===== src/rtl/mem_arbiter_if.sv =====
// mem_arbiter_if: bundles the IFU, LSU and memory-side handshake signals of
// the memory arbiter. The slave modport is the arbiter's view; the master
// modport is the environment (requesters plus memory) driving it.
interface mem_arbiter_if;
    // Instruction-fetch requester
    logic        ifu_req;
    logic [31:0] ifu_addr;
    logic        ifu_gnt;
    logic        ifu_rvalid;
    logic [31:0] ifu_rdata;

    // Load/store requester
    logic        lsu_req;
    logic        lsu_wen;
    logic [31:0] lsu_addr;
    logic [31:0] lsu_wdata;
    logic [7:0]  lsu_wmask;
    logic [2:0]  lsu_rmask;
    logic        lsu_gnt;
    logic        lsu_rvalid;
    logic [31:0] lsu_rdata;

    // Timeout indication, pulses together with the owner's rvalid
    logic        bus_err;

    // Shared memory port
    logic        mem_req;
    logic        mem_wen;
    logic [31:0] mem_addr;
    logic [31:0] mem_wdata;
    logic [7:0]  mem_wmask;
    logic [2:0]  mem_rmask;
    logic        mem_gnt;
    logic        mem_rvalid;
    logic [31:0] mem_rdata;

    modport slave (
        input  ifu_req, ifu_addr,
        input  lsu_req, lsu_wen, lsu_addr, lsu_wdata, lsu_wmask, lsu_rmask,
        input  mem_gnt, mem_rvalid, mem_rdata,
        output ifu_gnt, ifu_rvalid, ifu_rdata,
        output lsu_gnt, lsu_rvalid, lsu_rdata,
        output bus_err,
        output mem_req, mem_wen, mem_addr, mem_wdata, mem_wmask, mem_rmask
    );

    modport master (
        output ifu_req, ifu_addr,
        output lsu_req, lsu_wen, lsu_addr, lsu_wdata, lsu_wmask, lsu_rmask,
        output mem_gnt, mem_rvalid, mem_rdata,
        input  ifu_gnt, ifu_rvalid, ifu_rdata,
        input  lsu_gnt, lsu_rvalid, lsu_rdata,
        input  bus_err,
        input  mem_req, mem_wen, mem_addr, mem_wdata, mem_wmask, mem_rmask
    );
endinterface


===== src/rtl/mem_arbiter.sv =====
// mem_arbiter: shares one memory port between the instruction fetch unit and
// the load/store unit. One transaction is in flight at a time; each completes
// with a one-cycle rvalid to its owner or with a watchdog timeout (bus_err).
// Optional feature: define ARB_ROUND_ROBIN_EN for alternating priority on
// simultaneous requests; otherwise LSU always wins.
// Legal MAX_WAIT range is 1..255 (8-bit watchdog counter).
module mem_arbiter #(
    parameter int unsigned MAX_WAIT = 255,
    parameter logic [31:0] ERR_DATA = 32'hdeadbeaf
) (
    input  logic         clk,
    input  logic         rst,
    mem_arbiter_if.slave bus
);

    localparam logic [1:0] ST_IDLE = 2'd0;
    localparam logic [1:0] ST_REQ  = 2'd1;
    localparam logic [1:0] ST_WAIT = 2'd2;
    localparam logic [1:0] ST_RESP = 2'd3;

    // Owner encoding doubles as index into the per-requester vectors
    localparam logic OWNER_IFU = 1'b0;
    localparam logic OWNER_LSU = 1'b1;

    localparam logic [7:0] WAIT_LAST  = 8'(MAX_WAIT - 1);
    localparam logic [2:0] RMASK_WORD = 3'b010;

    logic [1:0]  state_reg, state_next;
    logic        owner_reg, owner_next;
    logic [7:0]  wd_cnt_reg, wd_cnt_next;
    logic        err_reg, err_next;

    logic        mem_wen_reg, mem_wen_next;
    logic [31:0] mem_addr_reg, mem_addr_next;
    logic [31:0] mem_wdata_reg, mem_wdata_next;
    logic [7:0]  mem_wmask_reg, mem_wmask_next;
    logic [2:0]  mem_rmask_reg, mem_rmask_next;

    logic [1:0]  req_vec;
    logic [1:0]  gnt_vec;
    logic [1:0]  rvalid_vec;
    logic [31:0] rdata_vec [2];

    logic        any_req;
    logic        grant;
    logic        winner;
    logic        wd_expired;
    logic        resp_load;
    logic [31:0] resp_data;

    assign req_vec    = {bus.lsu_req, bus.ifu_req};
    assign any_req    = |req_vec;
    // No grant while reset is asserted: it would be lost with the FSM state
    assign grant      = (state_reg == ST_IDLE) && any_req && !rst;
    assign wd_expired = (wd_cnt_reg == WAIT_LAST);

`ifdef ARB_ROUND_ROBIN_EN
    logic last_owner_reg;

    // Remember the most recent grant winner for alternating priority
    always_ff @(posedge clk) begin
        if (rst) begin
            last_owner_reg <= OWNER_IFU;
        end else if (grant) begin
            last_owner_reg <= winner;
        end
    end

    // Winner selection: on contention, whoever did not win last time
    always_comb begin
        winner = OWNER_LSU;
        if (bus.lsu_req && bus.ifu_req) begin
            winner = (last_owner_reg == OWNER_LSU) ? OWNER_IFU : OWNER_LSU;
        end else if (bus.ifu_req) begin
            winner = OWNER_IFU;
        end
    end
`else
    // Winner selection: fixed priority, LSU beats IFU
    always_comb begin
        winner = OWNER_LSU;
        if (!bus.lsu_req && bus.ifu_req) begin
            winner = OWNER_IFU;
        end
    end
`endif

    // Transaction FSM, request capture and watchdog next-state logic
    always_comb begin
        state_next     = state_reg;
        owner_next     = owner_reg;
        wd_cnt_next    = wd_cnt_reg;
        err_next       = err_reg;
        mem_wen_next   = mem_wen_reg;
        mem_addr_next  = mem_addr_reg;
        mem_wdata_next = mem_wdata_reg;
        mem_wmask_next = mem_wmask_reg;
        mem_rmask_next = mem_rmask_reg;
        resp_load      = 1'b0;
        resp_data      = bus.mem_rdata;

        case (state_reg)
            ST_IDLE: begin
                if (grant) begin
                    state_next  = ST_REQ;
                    owner_next  = winner;
                    wd_cnt_next = 8'd0;
                    err_next    = 1'b0;
                    if (winner == OWNER_LSU) begin
                        mem_wen_next   = bus.lsu_wen;
                        mem_addr_next  = bus.lsu_addr;
                        mem_wdata_next = bus.lsu_wdata;
                        mem_wmask_next = bus.lsu_wmask;
                        mem_rmask_next = bus.lsu_rmask;
                    end else begin
                        // Fetches are always full-word reads
                        mem_wen_next   = 1'b0;
                        mem_addr_next  = bus.ifu_addr;
                        mem_wdata_next = 32'd0;
                        mem_wmask_next = 8'd0;
                        mem_rmask_next = RMASK_WORD;
                    end
                end
            end

            ST_REQ: begin
                wd_cnt_next = wd_cnt_reg + 8'd1;
                // A response can't be legitimate before the request is taken
                if (wd_expired) begin
                    state_next = ST_RESP;
                    err_next   = 1'b1;
                    resp_load  = 1'b1;
                    resp_data  = ERR_DATA;
                end else if (bus.mem_gnt) begin
                    state_next = ST_WAIT;
                end
            end

            ST_WAIT: begin
                wd_cnt_next = wd_cnt_reg + 8'd1;
                // A real response beats a timeout landing in the same cycle
                if (bus.mem_rvalid) begin
                    state_next = ST_RESP;
                    resp_load  = 1'b1;
                    resp_data  = bus.mem_rdata;
                end else if (wd_expired) begin
                    state_next = ST_RESP;
                    err_next   = 1'b1;
                    resp_load  = 1'b1;
                    resp_data  = ERR_DATA;
                end
            end

            ST_RESP: begin
                state_next = ST_IDLE;
                err_next   = 1'b0;
            end

            default: begin
                state_next = ST_IDLE;
            end
        endcase
    end

    // State and memory-request registers
    always_ff @(posedge clk) begin
        if (rst) begin
            state_reg     <= ST_IDLE;
            owner_reg     <= OWNER_IFU;
            wd_cnt_reg    <= 8'd0;
            err_reg       <= 1'b0;
            mem_wen_reg   <= 1'b0;
            mem_addr_reg  <= 32'd0;
            mem_wdata_reg <= 32'd0;
            mem_wmask_reg <= 8'd0;
            mem_rmask_reg <= 3'd0;
        end else begin
            state_reg     <= state_next;
            owner_reg     <= owner_next;
            wd_cnt_reg    <= wd_cnt_next;
            err_reg       <= err_next;
            mem_wen_reg   <= mem_wen_next;
            mem_addr_reg  <= mem_addr_next;
            mem_wdata_reg <= mem_wdata_next;
            mem_wmask_reg <= mem_wmask_next;
            mem_rmask_reg <= mem_rmask_next;
        end
    end

    // Per-requester response channels: grant, rvalid and held read data
    for (genvar gi = 0; gi < 2; gi++) begin : g_chan
        logic [31:0] rdata_reg;

        assign gnt_vec[gi]    = grant && (winner == 1'(gi));
        assign rvalid_vec[gi] = (state_reg == ST_RESP) && (owner_reg == 1'(gi));
        assign rdata_vec[gi]  = rdata_reg;

        // Only the owner's data register is updated; the other holds
        always_ff @(posedge clk) begin
            if (rst) begin
                rdata_reg <= 32'd0;
            end else if (resp_load && (owner_reg == 1'(gi))) begin
                rdata_reg <= resp_data;
            end
        end
    end

    assign bus.ifu_gnt    = gnt_vec[OWNER_IFU];
    assign bus.lsu_gnt    = gnt_vec[OWNER_LSU];
    assign bus.ifu_rvalid = rvalid_vec[OWNER_IFU];
    assign bus.lsu_rvalid = rvalid_vec[OWNER_LSU];
    assign bus.ifu_rdata  = rdata_vec[OWNER_IFU];
    assign bus.lsu_rdata  = rdata_vec[OWNER_LSU];
    // err_reg is only ever set while in RESP
    assign bus.bus_err    = err_reg;

    assign bus.mem_req    = (state_reg == ST_REQ);
    assign bus.mem_wen    = mem_wen_reg;
    assign bus.mem_addr   = mem_addr_reg;
    assign bus.mem_wdata  = mem_wdata_reg;
    assign bus.mem_wmask  = mem_wmask_reg;
    assign bus.mem_rmask  = mem_rmask_reg;

endmodule

===== src/flat_wrapper.sv =====
// flat-port wrapper written by rule: the top's interface ports become plain ports
module mem_arbiter_flat 
#(
    parameter int unsigned MAX_WAIT = 255,
    parameter logic [31:0] ERR_DATA = 32'hdeadbeaf
)
  (clk, rst, bus_ifu_req, bus_ifu_addr, bus_lsu_req, bus_lsu_wen, bus_lsu_addr, bus_lsu_wdata, bus_lsu_wmask, bus_lsu_rmask, bus_mem_gnt, bus_mem_rvalid, bus_mem_rdata, bus_ifu_gnt, bus_ifu_rvalid, bus_ifu_rdata, bus_lsu_gnt, bus_lsu_rvalid, bus_lsu_rdata, bus_bus_err, bus_mem_req, bus_mem_wen, bus_mem_addr, bus_mem_wdata, bus_mem_wmask, bus_mem_rmask);
  mem_arbiter_if bus_i ();
  input  logic clk;
  input  logic rst;
  input wire logic [$bits(bus_i.ifu_req)-1:0] bus_ifu_req;
  input wire logic [$bits(bus_i.ifu_addr)-1:0] bus_ifu_addr;
  input wire logic [$bits(bus_i.lsu_req)-1:0] bus_lsu_req;
  input wire logic [$bits(bus_i.lsu_wen)-1:0] bus_lsu_wen;
  input wire logic [$bits(bus_i.lsu_addr)-1:0] bus_lsu_addr;
  input wire logic [$bits(bus_i.lsu_wdata)-1:0] bus_lsu_wdata;
  input wire logic [$bits(bus_i.lsu_wmask)-1:0] bus_lsu_wmask;
  input wire logic [$bits(bus_i.lsu_rmask)-1:0] bus_lsu_rmask;
  input wire logic [$bits(bus_i.mem_gnt)-1:0] bus_mem_gnt;
  input wire logic [$bits(bus_i.mem_rvalid)-1:0] bus_mem_rvalid;
  input wire logic [$bits(bus_i.mem_rdata)-1:0] bus_mem_rdata;
  output wire logic [$bits(bus_i.ifu_gnt)-1:0] bus_ifu_gnt;
  output wire logic [$bits(bus_i.ifu_rvalid)-1:0] bus_ifu_rvalid;
  output wire logic [$bits(bus_i.ifu_rdata)-1:0] bus_ifu_rdata;
  output wire logic [$bits(bus_i.lsu_gnt)-1:0] bus_lsu_gnt;
  output wire logic [$bits(bus_i.lsu_rvalid)-1:0] bus_lsu_rvalid;
  output wire logic [$bits(bus_i.lsu_rdata)-1:0] bus_lsu_rdata;
  output wire logic [$bits(bus_i.bus_err)-1:0] bus_bus_err;
  output wire logic [$bits(bus_i.mem_req)-1:0] bus_mem_req;
  output wire logic [$bits(bus_i.mem_wen)-1:0] bus_mem_wen;
  output wire logic [$bits(bus_i.mem_addr)-1:0] bus_mem_addr;
  output wire logic [$bits(bus_i.mem_wdata)-1:0] bus_mem_wdata;
  output wire logic [$bits(bus_i.mem_wmask)-1:0] bus_mem_wmask;
  output wire logic [$bits(bus_i.mem_rmask)-1:0] bus_mem_rmask;
  assign bus_i.ifu_req = bus_ifu_req;
  assign bus_i.ifu_addr = bus_ifu_addr;
  assign bus_i.lsu_req = bus_lsu_req;
  assign bus_i.lsu_wen = bus_lsu_wen;
  assign bus_i.lsu_addr = bus_lsu_addr;
  assign bus_i.lsu_wdata = bus_lsu_wdata;
  assign bus_i.lsu_wmask = bus_lsu_wmask;
  assign bus_i.lsu_rmask = bus_lsu_rmask;
  assign bus_i.mem_gnt = bus_mem_gnt;
  assign bus_i.mem_rvalid = bus_mem_rvalid;
  assign bus_i.mem_rdata = bus_mem_rdata;
  assign bus_ifu_gnt = bus_i.ifu_gnt;
  assign bus_ifu_rvalid = bus_i.ifu_rvalid;
  assign bus_ifu_rdata = bus_i.ifu_rdata;
  assign bus_lsu_gnt = bus_i.lsu_gnt;
  assign bus_lsu_rvalid = bus_i.lsu_rvalid;
  assign bus_lsu_rdata = bus_i.lsu_rdata;
  assign bus_bus_err = bus_i.bus_err;
  assign bus_mem_req = bus_i.mem_req;
  assign bus_mem_wen = bus_i.mem_wen;
  assign bus_mem_addr = bus_i.mem_addr;
  assign bus_mem_wdata = bus_i.mem_wdata;
  assign bus_mem_wmask = bus_i.mem_wmask;
  assign bus_mem_rmask = bus_i.mem_rmask;
  mem_arbiter #(.MAX_WAIT(MAX_WAIT), .ERR_DATA(ERR_DATA)) u_core (.clk(clk), .rst(rst), .bus(bus_i));
endmodule

===== config.mk =====
export PLATFORM = sky130hd
export DESIGN_NAME = mem_arbiter_flat
export DESIGN_NICKNAME = d
export VERILOG_FILES = /design/src/rtl/mem_arbiter_if.sv /design/src/rtl/mem_arbiter.sv /design/src/flat_wrapper.sv
export SDC_FILE = /design/constraint.sdc
export NUM_CORES = 1
export LEC_CHECK = 0
export BUFFER_PORTS_ARGS = -buffer_cell sky130_fd_sc_hd__clkbuf_2
export CAP_MARGIN = 20
export CORE_ASPECT_RATIO = 0.9
export CORE_MARGIN = 10
export CORE_UTILIZATION = 46
export DETAILED_ROUTE_END_ITERATION = 10
export PLACE_DENSITY = 0.81
export SYNTH_ARGS = -nofsm -noshare
export SYNTH_HDL_FRONTEND = slang
export SYNTH_SLANG_ARGS = --single-unit

===== constraint.sdc =====
create_clock -name clk -period 2.9 [get_ports clk]
set_input_delay 0.435 -clock clk [delete_from_list [all_inputs] [get_ports clk]]
set_output_delay 0.435 -clock clk [all_outputs]
set_load 0.1 [all_outputs]

==> results of run 1 <==
-- placed cells by master (no fill, tap or decap), types with 11 or more instances in the layout --
master / count
a211oi_1: 28
clkbuf_2: 288
nand2_1: 72
nor2_1: 53
buf_4: 13
clkbuf_16: 17
a21oi_1: 66
inv_1: 34
dfxtp_1: 152
a221oi_1: 23
a22oi_1: 77
o21ai_0: 11
-- cell usage after synthesis (2+ instances only) --
master,number,share of area
and3_1,2,0.0022
a21oi_1,66,0.057
xnor2_1,6,0.0091
a22oi_1,77,0.10
inv_1,34,0.022
nand2_1,72,0.047
a221oi_1,23,0.035
a2111oi_0,2,0.0030
a22o_1,9,0.014
clkbuf_1,41,0.027
buf_1,3,0.0019
nor2b_1,3,0.0032
a31o_2,2,0.0030
dfxtp_1,152,0.53
nor2_1,53,0.034
buf_4,2,0.0026
buf_2,4,0.0035
ha_1,8,0.017
o21ai_1,2,0.0017
a211oi_1,28,0.036
buf_6,2,0.0039
nand3_1,7,0.0060
and2_1,4,0.0043
o21ai_0,11,0.0095
-- worst max-delay path: cells and delay by family, from the launching register on --
| kind | cells | cell delay [ns] |
|---|---|---|
| flops | 1 | 0.36 |
| simple gates | 2 | 0.73 |
| fa+ha+maj | 1 | 0.20 |
| buf+inv | 2 | 0.38 |
-- logic make-up (layout without fill, tap and decap cells) --
group | count (synthesis) | count (layout) | share of synthesized area
compound gates | 230 | 230 | 0.276
flops | 152 | 152 | 0.525
simple gates | 149 | 149 | 0.110
buf+inv | 86 | 370 | 0.0605
fa+ha+maj | 8 | 8 | 0.0173
xor+xnor | 6 | 6 | 0.00907
mux | 1 | 1 | 0.00173
-- path summary, 6_finish.rpt --
check | endpoint | slack [ns] | cells past startpoint | start
min | u_core.bus.mem_addr[22] | 0.24 | 3 | bus_lsu_addr[22]
max | bus_ifu_gnt | 0.38 | 5 | u_core.state_reg[0]
min reg2reg | u_core.bus.mem_addr[12] | 0.46 | 2 | u_core.bus.mem_addr[12]
max reg2reg | u_core.bus.lsu_rdata[7] | 0.50 | 7 | u_core.state_reg[0]
-- report_power, final --
group	internal, mW	total, mW	leakage [nW]	switching, mW
sequential	2.28	2.42	1.23	0.137
combinational	0.568	2.74	2.04	2.17
clock	1.49	2.40	0.321	0.909
total	4.34	7.56	3.60	3.22
-- area by class of cell --
class,instances,area share
flip-flops and latches,152,0.379
inverters,34,0.0159
clock buffers,18,0.0546
repair buffers,304,0.199
clock inverters,14,0.0263
well taps,160,0.0249
multi-input cells,394,0.301
-- per-layer routing --
metal	vias up	GRT usage	routed length [µm]
li1	2821	-	-
met1	2744	0.239	7690
met2	225	0.388	10700
met3	22	0.0690	1390
met4	0	0.0675	321
met5	-	0	0
==> flow_summary.ini, run 1 <==
[outcome]
status = finished clean

[timing]
whs_ns = 0.243
period_minus_slack_ns = 2.52
worst_pin_slew_ns = 0.830
finalCritPeriodShare = 0.868
skew_ns = 0.0153
fin_ws_ns = 0.383
hold_violations = 0
maxSlewHeadroom = 0.447
maxSlewViolCount = 0
setup_viol = 0
clock.fmax_mhz = 397
totalNegativeSetupSlack_ns = 0
rsz0062_at_grt = no

[global_route]
grt_max_degree = 76
grt_antenna_before_repair = 0
grt_pass1_wl_mm = 31.2
grt_usage = 0.216
grt_remaining_overflow = 0
grt_pass1_vias = 5704

[synthesis]
synthArstFlopShare = 0
synth_area_per_cell_um2 = 9.17
synth_nets = 786
ys_ff_latch = 152
yosysSeqAreaShare = 0.525
synth_warnings = 0
ys.flop_type = dfxtp_1
syn_inst = 632
syn_area_um2 = 5790
yosysUniqueCellTypes = 43
synth_edf_count = 0

[cts]
post-cts-setup-buffers = 0
clk_latency_ns = 0.41
htree_levels = 4
clockRootBuffer = clkbuf_16
cts_sinks = 152
cts_resized = 0
cts_hold_buf = 0
clk_pin_slew_ns = 0.06
clk_path_buf_depth = 2
cts_tree = done
numCtsBuffers = 17

[power_and_ir_drop]
power_density_nw_per_um2 = 940
power_mw = 7.56
ir_drop_mv = 0.541
p_leak_nw = 3.60

[place]
gp_congestion = 0.870
placed_cells = 1044
hpwl_mm = 15.1
place_ws_ns = 0.573
place_area_um2 = 7390
numPortBuffers = 291

[detailed_routing]
routedWlPerCell_um = 18.7
drtPass1Iterations = 6
viasPerCell = 5.40
wirelength_mm = 20.1
drtAntennaViolNets = 0
initialDrtViolationCount = 587
num_vias = 5812
drc = 0

[final_layout]
seq_area_um2 = 3040
diodes = 0
fillerInstances = 995
multi_input_area_um2 = 2420
utilization = 0.660
nets = 1057
final_area_um2 = 8040
drive_gt1_frac = 0.379
area_delta_synth_final_pct = 38.7
fin_cells = 1076

[floorplan]
fp-row-count = 38
die_x_um = 138
die_area_um2 = 17500
die_y_um = 126
core-area_um2 = 12200
pin_count = 292
initial_core_util = 0.476

[setup_path]
cp_max_fo = 11
worstPathRequired_ns = 2.47
critPathLaunchType = flop
cp-end-kind = output pin
worst_ep_arrival_time_ns = 2.08
slowest_delay_ns = 0.51
cp_slowest_cell = and3b_1
crit_chain = inv_1 > ha_1 > nor2b_1 > and3b_1 > buf_12
setup.worst_path.class = reg -> out

[run]
drv_cap = 0

[worst_hold_path]
hp-class = in -> reg
No activity file was read; power rests on OpenSTA's default activity.
==> run 2: changes to the inputs <==
==> config.mk (replaced) <==
export PLATFORM = sky130hd
export DESIGN_NAME = mem_arbiter_flat
export DESIGN_NICKNAME = d
export VERILOG_FILES = /design/src/rtl/mem_arbiter_if.sv /design/src/rtl/mem_arbiter.sv /design/src/flat_wrapper.sv
export SDC_FILE = /design/constraint.sdc
export NUM_CORES = 1
export LEC_CHECK = 0
export CAP_MARGIN = 20
export CORE_ASPECT_RATIO = 0.9
export CORE_MARGIN = 8
export CORE_UTILIZATION = 62
export DETAILED_ROUTE_END_ITERATION = 10
export DONT_BUFFER_PORTS = 1
export PLACE_DENSITY = 0.78
export SYNTH_ARGS = -nofsm -noshare
export SYNTH_HDL_FRONTEND = slang
export SYNTH_SLANG_ARGS = --single-unit
export TNS_END_PERCENT = 5
==> flow_summary.ini, run 2 (synthesis results as in run 1) <==
[outcome]
status = finished clean

[setup_path]
reg2reg_from = u_core.state_reg[0]
r2r_end = u_core.bus.lsu_rdata[12]
worst_ep_arrival_time_ns = 2.31
critPathLaunchType = flop
worstPathRequired_ns = 2.47
cp_max_fo = 33
cp-end-kind = output pin
reg2regPathDepth = 7
rrSetupSlack_ns = 0.45
setup.worst_path.class = reg -> out

[power_and_ir_drop]
power_density_nw_per_um2 = 1070
p_leak_nw = 2.31
ir_drop_mv = 0.699

[worst_hold_path]
hp-class = in -> reg
worstHoldStart = rst
whs_endpoint = u_core.bus.ifu_rdata[1]
whs_path_depth = 1

[timing]
worst_pin_slew_ns = 1.05
totalNegativeSetupSlack_ns = 0
maxSlewViolCount = 0
finalCritPeriodShare = 0.948
maxSlewHeadroom = 0.296
period_minus_slack_ns = 2.75
clock.fmax_mhz = 364
hold_violations = 0
setup_viol = 0
skew_ns = 0.0121
rsz0062_at_grt = no
whs_ns = 0.0242

[floorplan]
pin_count = 292
die_y_um = 108
die_area_um2 = 12700
fp-row-count = 33
core-area_um2 = 9080
die_x_um = 118
initial_core_util = 0.638

[detailed_routing]
drc = 0
num_vias = 4843
routedWlPerCell_um = 23.4
wirelength_mm = 17.7
drtPass1Iterations = 5
viasPerCell = 6.42
drtAntennaViolNets = 0
initialDrtViolationCount = 562

[global_route]
grt_max_degree = 80
top_usage_layer = met2
grt_usage = 0.259
grt.met1_usage = 0.283
grt_pass1_wl_mm = 26.6
grt_remaining_overflow = 0
grt_pass1_vias = 4678
use_met2 = 0.450
grt_antenna_before_repair = 0
met3_usage = 0.111

[final_layout]
final_cell_mix = 152 x dfxtp_1, 77 x a22oi_1, 72 x nand2_1, 65 x a21oi_1, 53 x nor2_1
nets = 773
fin_cells = 754
final_common_cell = dfxtp_1
area_delta_synth_final_pct = 12.7
drive_gt1_frac = 0.0981
final_area_um2 = 6530
diodes = 0

[cts]
cts_resized = 0
clockRootBuffer = clkbuf_8
clk_latency_ns = 0.51
numCtsBuffers = 17
cts_sinks = 152
clk_pin_slew_ns = 0.06
htree_levels = 4
clk_path_buf_depth = 2
cts_tree = done

[place]
numPortBuffers = 0
gp_congestion = 0.869
place_area_um2 = 5880
placed_cells = 715
hpwl_mm = 12.5

[run]
drv_cap = 0
[run 2: critical path, cell delays in order (launching register included)]
cell	delay, ns
dfxtp_1	0.36
inv_1	0.14
ha_1	0.17
nor2b_1	0.22
and3b_2	0.66
buf_12	0.26
[run 2: power by group]
| part | switching (mW) | leakage (nW) | total, mW | internal (mW) |
|---|---|---|---|---|
| clock network | 0.885 | 0.276 | 2.07 | 1.18 |
| registers | 1.33 | 1.23 | 3.61 | 2.28 |
| logic | 0.900 | 0.806 | 1.31 | 0.412 |
| total | 3.12 | 2.31 | 6.99 | 3.87 |
[run 2: per-stage QoR]
step                      utilization  power [mW]  worst slack [ns]
after floorplan                     -        4.59             0.286
after global placement          0.647        4.85             0.695
after detailed placement        0.647        4.90             0.501
after CTS                       0.717        7.00             0.133
after global routing            0.719        7.26            0.0405
final                           0.719        6.99             0.150
[run 2: how the worst max path moves through the flow]
| stage | start | to | slack [ns] | cells past startpoint |
|---|---|---|---|---|
| floorplan | u_core.state_reg[1] | u_core.bus.ifu_rdata[10] | 0.29 | 7 |
| CTS | u_core.state_reg[0] | bus_ifu_gnt | 0.13 | 5 |
| global route | u_core.state_reg[0] | bus_ifu_gnt | 0.04 | 5 |
| finish | u_core.state_reg[0] | bus_ifu_gnt | 0.15 | 5 |
| global placement | u_core.state_reg[0] | u_core.bus.lsu_rdata[11] | 0.70 | 7 |
| detailed placement | u_core.state_reg[0] | u_core.bus.lsu_rdata[12] | 0.50 | 7 |
[run 2: layout make-up]
class | count | area, µm²
clock buffers | 18 | 428
clock inverters | 14 | 139
fillers | 702 | 2550
inverters | 34 | 128
multi-input cells | 394 | 2430
flip-flops and latches | 152 | 3040
well taps | 122 | 153
repair buffers | 20 | 211
[run 2: what timing repair did]
item / CTS / global route
endpoints found under the hold margin: 79 / 1
hold buffers: 5 / 1
buffers inserted: 0 / 0
[run 2: metal layers]
metal  part of all wire  vias up
met1               0.36     2310
met5                  0        -
met2               0.51      260
met3               0.11       26
li1                   -     2247
met4              0.021        0
